<file path="config.mk">
export PLATFORM = sky130hd
export DESIGN_NAME = nbit_serial_subtractor
export DESIGN_NICKNAME = d
export VERILOG_FILES = /design/src/rtl/nbit_serial_subtractor.sv
export SDC_FILE = /design/constraint.sdc
export NUM_CORES = 1
export LEC_CHECK = 0
export ABC_AREA = 1
export CORE_ASPECT_RATIO = 0.9
export CORE_MARGIN = 3
export CORE_UTILIZATION = 50
export CTS_CLUSTER_DIAMETER = 120
export DETAILED_ROUTE_END_ITERATION = 16
export PLACE_DENSITY = 0.78
export SLEW_MARGIN = 20
export SYNTH_ARGS = -nofsm -noshare
export SYNTH_HDL_FRONTEND = slang
export SYNTH_SLANG_ARGS = --single-unit
</file>
<file path="constraint.sdc">
create_clock -name clk -period 1.6 [get_ports clk]
set_input_delay 0.32 -clock clk [delete_from_list [all_inputs] [get_ports clk]]
set_output_delay 0.32 -clock clk [all_outputs]
set_load 0.02 [all_outputs]
</file>
<file path="src/rtl/nbit_serial_subtractor.sv">
// ---------------------------------------------------------------------------
// nbit_serial_subtractor
//
// Bit-serial N-bit subtractor: diff = a - b - b_in, processed LSB first with a
// single full-subtractor stage, one bit per clock. An operation takes N SHIFT
// cycles followed by one DONE cycle, so a new operation can start every N+1
// cycles.
//
// Ports
//   clk    in   rising-edge clock
//   rst_n  in   synchronous active-low reset
//   start  in   operation request, accepted in IDLE (and in DONE, which allows
//               back-to-back operations with start held high)
//   a      in   [N-1:0] minuend, captured at the accept edge
//   b      in   [N-1:0] subtrahend, captured at the accept edge
//   b_in   in   borrow-in, captured at the accept edge
//   busy   out  high in SHIFT and DONE
//   done   out  single-cycle pulse; diff/b_out/ovf hold the new result
//   diff   out  [N-1:0] a - b - b_in modulo 2^N
//   b_out  out  borrow-out (unsigned a < b + b_in)
//   ovf    out  two's complement overflow of a - b - b_in
// ---------------------------------------------------------------------------
module nbit_serial_subtractor #(
    parameter int N = 4
) (
    input  logic         clk,
    input  logic         rst_n,
    input  logic         start,
    input  logic [N-1:0] a,
    input  logic [N-1:0] b,
    input  logic         b_in,
    output logic         busy,
    output logic         done,
    output logic [N-1:0] diff,
    output logic         b_out,
    output logic         ovf
);

    // Counter indexes bits 0..N-1; N >= 2 keeps the width at least one bit.
    localparam int CW = $clog2(N);

    typedef enum logic [1:0] {
        IDLE  = 2'd0,
        SHIFT = 2'd1,
        DONE  = 2'd2
    } state_t;

    state_t          state;
    state_t          next_state;

    logic [N-1:0]    a_sr;
    logic [N-1:0]    b_sr;
    logic [N-1:0]    res_sr;
    logic            borrow;
    logic [CW-1:0]   cnt;
    logic            a_msb;
    logic            b_msb;

    logic            accept;
    logic            last;
    logic            d_bit;
    logic            borrow_next;

    // DONE also accepts start: the next operation overlaps the result cycle,
    // which is what gives one operation every N+1 cycles.
    assign accept = start && ((state == IDLE) || (state == DONE));
    assign last   = (state == SHIFT) && (cnt == CW'(N - 1));

    // Full subtractor on the current LSBs of the operand shift registers.
    assign d_bit       = a_sr[0] ^ b_sr[0] ^ borrow;
    assign borrow_next = (~a_sr[0] & b_sr[0]) | (~(a_sr[0] ^ b_sr[0]) & borrow);

    // -----------------------------------------------------------------------
    // State register
    // -----------------------------------------------------------------------
    // NOTE: sequential state uses non-blocking assignments so every register
    // samples the pre-edge values, independent of statement order.
    always_ff @(posedge clk) begin
        if (!rst_n) begin
            state <= IDLE;
        end else begin
            state <= next_state;
        end
    end

    // -----------------------------------------------------------------------
    // Next-state logic
    // -----------------------------------------------------------------------
    // NOTE: next_state gets a default before the case so no path leaves it
    // unassigned, which would otherwise infer a latch.
    always_comb begin
        next_state = state;
        case (state)
            IDLE:    if (accept) next_state = SHIFT;
            SHIFT:   if (last)   next_state = DONE;
            DONE:    next_state = accept ? SHIFT : IDLE;
            default: next_state = IDLE;
        endcase
    end

    // -----------------------------------------------------------------------
    // Output decode
    // -----------------------------------------------------------------------
    always_comb begin
        busy = (state != IDLE);
        done = (state == DONE);
    end

    // -----------------------------------------------------------------------
    // Datapath: operand capture, serial subtraction, result load
    // -----------------------------------------------------------------------
    always_ff @(posedge clk) begin
        if (!rst_n) begin
            a_sr   <= '0;
            b_sr   <= '0;
            res_sr <= '0;
            borrow <= 1'b0;
            cnt    <= '0;
            a_msb  <= 1'b0;
            b_msb  <= 1'b0;
            diff   <= '0;
            b_out  <= 1'b0;
            ovf    <= 1'b0;
        end else if (accept) begin
            a_sr   <= a;
            b_sr   <= b;
            borrow <= b_in;
            cnt    <= '0;
            a_msb  <= a[N-1];
            b_msb  <= b[N-1];
        end else if (state == SHIFT) begin
            // Result fills from the MSB side so bit 0 ends up at the bottom
            // after N shifts.
            res_sr <= {d_bit, res_sr[N-1:1]};
            a_sr   <= a_sr >> 1;
            b_sr   <= b_sr >> 1;
            borrow <= borrow_next;
            cnt    <= cnt + 1'b1;
            if (last) begin
                diff  <= {d_bit, res_sr[N-1:1]};
                b_out <= borrow_next;
                // Overflow only when operand signs differ and the result sign
                // disagrees with the minuend.
                ovf   <= (a_msb != b_msb) && (d_bit != a_msb);
            end
        end
    end

endmodule

</file>
==> flow_summary.yaml <==
status:
  run_status: "finished, final reports clean"
sta:
  layout_worst_path_cycle_share_pct: 94.4
  report.final.slew_viol_count: 0
  worst_clock_skew_ns: 0.0148
  worst_hold_slack_ns: 0.482
  setup_violations: 0
  rsz_0062_raised_after_global_routing: "no"
  slew_headroom_pct: 74.4
  total_negative_setup_slacks_ns: 0
  timing.final.crit_period_ns: 1.51
  worstMarginPinSlew_ns: 0.382
  achievable-frequency_ghz: 0.662
  timing.final.hold_violations: 0
synth:
  yosys_warnings: 0
  synth_nets: 158
  mappedNetlistArea_um2: 1050
  synthCells: 144
  yosys-top-cells-area: "sky130_fd_sc_hd__dfxtp_1 46%, sky130_fd_sc_hd__nor2_1 9.3%, sky130_fd_sc_hd__nand2_1 8.6%"
  postSynthAreaPerCell_um2: 7.31
  netlist.area_leader.share_pct: 45.7
  post_synth_num_cell_types: 18
  yosysTopAreaCell: "sky130_fd_sc_hd__dfxtp_1"
  postSynthRegisterBits: 24
  yosysSeqAreaShare_pct: 45.7
layout:
  post_route_cells_drive_above_1_share_pct: 9.58
  nNetsFinal: 182
  insertedDiodeCount: 0
  synthToLayoutAreaGrowth_pct: 26.3
  finalInstanceArea_um2: 1330
detailed_routing:
  detail_route.iter0.violations: 12
  dr_total_vias: 974
  dr.pass1.iters: 4
  routed_wire_length_per_instance_um: 12.1
  drt_drc_violations_left: 0
  totalWireLength_um: 2330
  post_drt_via_cell_ratio: 5.07
  antenna_left: 0
global_routing:
  largest_net_degree_at_the_start_of_global_routing: 15
  grt_first_pass_wirelength_um: 3770
  vias_in_the_first_global_route: 878
  globalRoute.totalOverflow: 0
  grtUsageTotal_pct: 19.2
  grt_antenna_before_repair: 0
die:
  io_pins: 20
  dieWidth_um: 54.4
  core_um2: 1950
  initial_utilization_pct: 53.9
  fp.dieH_um: 49.5
  core.rowCount: 15
  die-area_um2: 2690
clock_tree:
  cts_setup_buffers: 0
  max-clock-path-buffers: 2
  numCtsBuffers: 3
  clk_pin_slew_ns: 0.14
  insertion_delay_ns: 0.33
  cts_tree: "done"
  cts.htree.levels: 1
  cts_sink_count: 24
  root_buffer: "sky130_fd_sc_hd__clkbuf_4"
power:
  power.density_nw_per_um2: 970
  peakVddDrop_mv: 0.873
  total_leakage_power_nw: 0.721
hold_path:
  hold-path-cell-count: 2
  worst_hold_path_type: "reg2reg"
critical_path:
  startpoint_type: "register"
  worstPathRequired_ns: 1.28
  critical_path.endpoint_type: "output port"
  cp_max_fo: 3
  worst-endpoint-arrival_ns: 1.19
  worstSetupPathType: "reg2out"
  worst-r2r-cell-count: 7
place:
  detailed_place_hpwl_um: 1750
  weighted_congestion_at_the_end_of_routability_driven_global_placement: 0.832
  port_buffers: 19
  post_dp_cell_area_um2: 1270
run:
  drv_cap: 0
[area by class of cell]
class	instances	area, um^2
fillers	175	623
multi-input cells	93	453
well taps	25	31.3
clock buffers	3	22.5
flip-flops and latches	24	480
inverters	23	86.3
repair buffers	23	225
clock inverters	1	30.0
[critical path, stage by stage, from the launching register on]
cell and delay [ns]:
sky130_fd_sc_hd__dfxtp_1 0.40, sky130_fd_sc_hd__inv_2 0.06, sky130_fd_sc_hd__nand2_1 0.06, sky130_fd_sc_hd__dlygate4sd2_1 0.33
[stage by stage]
stage               total power, mW  setup WS (ns)  utilization [%]  instances
finish                         1.29         0.0890             68.1        192
global route                   1.35         0.0211             68.1        192
CTS                            1.29        0.00294             67.6        192
detailed placement            0.854         0.0316             65.1        188
global placement              0.845          0.116             65.1        188
floorplan                     0.788          0.330                -        144
[cell usage after synthesis]
library cell and n:
sky130_fd_sc_hd__a21oi_1 6, sky130_fd_sc_hd__buf_2 2, sky130_fd_sc_hd__buf_6 2, sky130_fd_sc_hd__dfxtp_1 24
sky130_fd_sc_hd__fa_1 1, sky130_fd_sc_hd__ha_1 1, sky130_fd_sc_hd__inv_1 21, sky130_fd_sc_hd__inv_2 2
sky130_fd_sc_hd__nand2_1 24, sky130_fd_sc_hd__nand2_2 1, sky130_fd_sc_hd__nand2_4 2, sky130_fd_sc_hd__nand3_1 17
sky130_fd_sc_hd__nor2_1 26, sky130_fd_sc_hd__nor2_4 1, sky130_fd_sc_hd__o21ai_0 11, sky130_fd_sc_hd__o21ai_1 1
sky130_fd_sc_hd__o21ai_2 1, sky130_fd_sc_hd__xor2_1 1
[where the power goes]
group	switching [mW]	internal (mW)	total [mW]
registers	0.0209	0.632	0.652
clock network	0.193	0.254	0.447
logic	0.110	0.0806	0.190
[cells by family (layout without fill, tap and decap cells)]
logic type               Yosys count  after routing  share of synthesized area, %
AO/OA/AOI/OAI                     19             19                          9.39
XOR/XNOR                           1              1                         0.832
adder cells (fa/ha/maj)            2              2                          3.09
buffers and inverters             27             50                          11.3
flip-flops                        24             24                          45.7
AND/OR/NAND/NOR                   71             71                          29.7
[final timing paths]
check / slack [ns] / endpoint / start
setup / recovery: 0.09 / busy / state[0]
hold / removal: 0.48 / cnt[1] / cnt[1]
setup reg to reg: 0.16 / ovf / b_sr[0]
hold reg to reg: 0.48 / cnt[1] / cnt[1]
[repair_timing]
item,4_1_cts,5_1_grt
gates resized for setup,4,5
setup endpoints to repair,4,6
hold buffers,0,0
[sequential cells by signal, summed over array words and instances (netlist names)]
name	cells
cnt	2
a_msb	1
diff	4
b_msb	1
res_sr	3
ovf	1
b_out	1
b_sr	4
a_sr	4
borrow	1
state	2
[layer usage]
metal	track usage (%)	vias up	part of all wire, %
met1	24.5	451	46
met3	7.25	2	5.7
met2	30.5	28	48
li1	-	493	-
met5	0	-	0
met4	3.73	0	0.56
[cell usage in the layout (no fill, tap or decap)]
master / instances
sky130_fd_sc_hd__clkdlybuf4s50_1: 11
sky130_fd_sc_hd__bufinv_16: 1
sky130_fd_sc_hd__dfxtp_1: 24
sky130_fd_sc_hd__o21ai_2: 1
sky130_fd_sc_hd__nand2_4: 2
sky130_fd_sc_hd__dlygate4sd2_1: 4
sky130_fd_sc_hd__nand2_2: 1
sky130_fd_sc_hd__inv_2: 3
sky130_fd_sc_hd__xor2_1: 1
sky130_fd_sc_hd__nor2_4: 1
sky130_fd_sc_hd__o21ai_1: 1
sky130_fd_sc_hd__dlymetal6s2s_1: 4
sky130_fd_sc_hd__buf_4: 4
sky130_fd_sc_hd__o21ai_0: 11
sky130_fd_sc_hd__nor2_1: 26
sky130_fd_sc_hd__fa_1: 1
sky130_fd_sc_hd__nand3_1: 17
sky130_fd_sc_hd__clkbuf_4: 3
sky130_fd_sc_hd__a21oi_1: 6
sky130_fd_sc_hd__ha_1: 1
sky130_fd_sc_hd__nand2_1: 24
sky130_fd_sc_hd__inv_1: 20
Note: power is estimated with default switching activity, not from simulation.
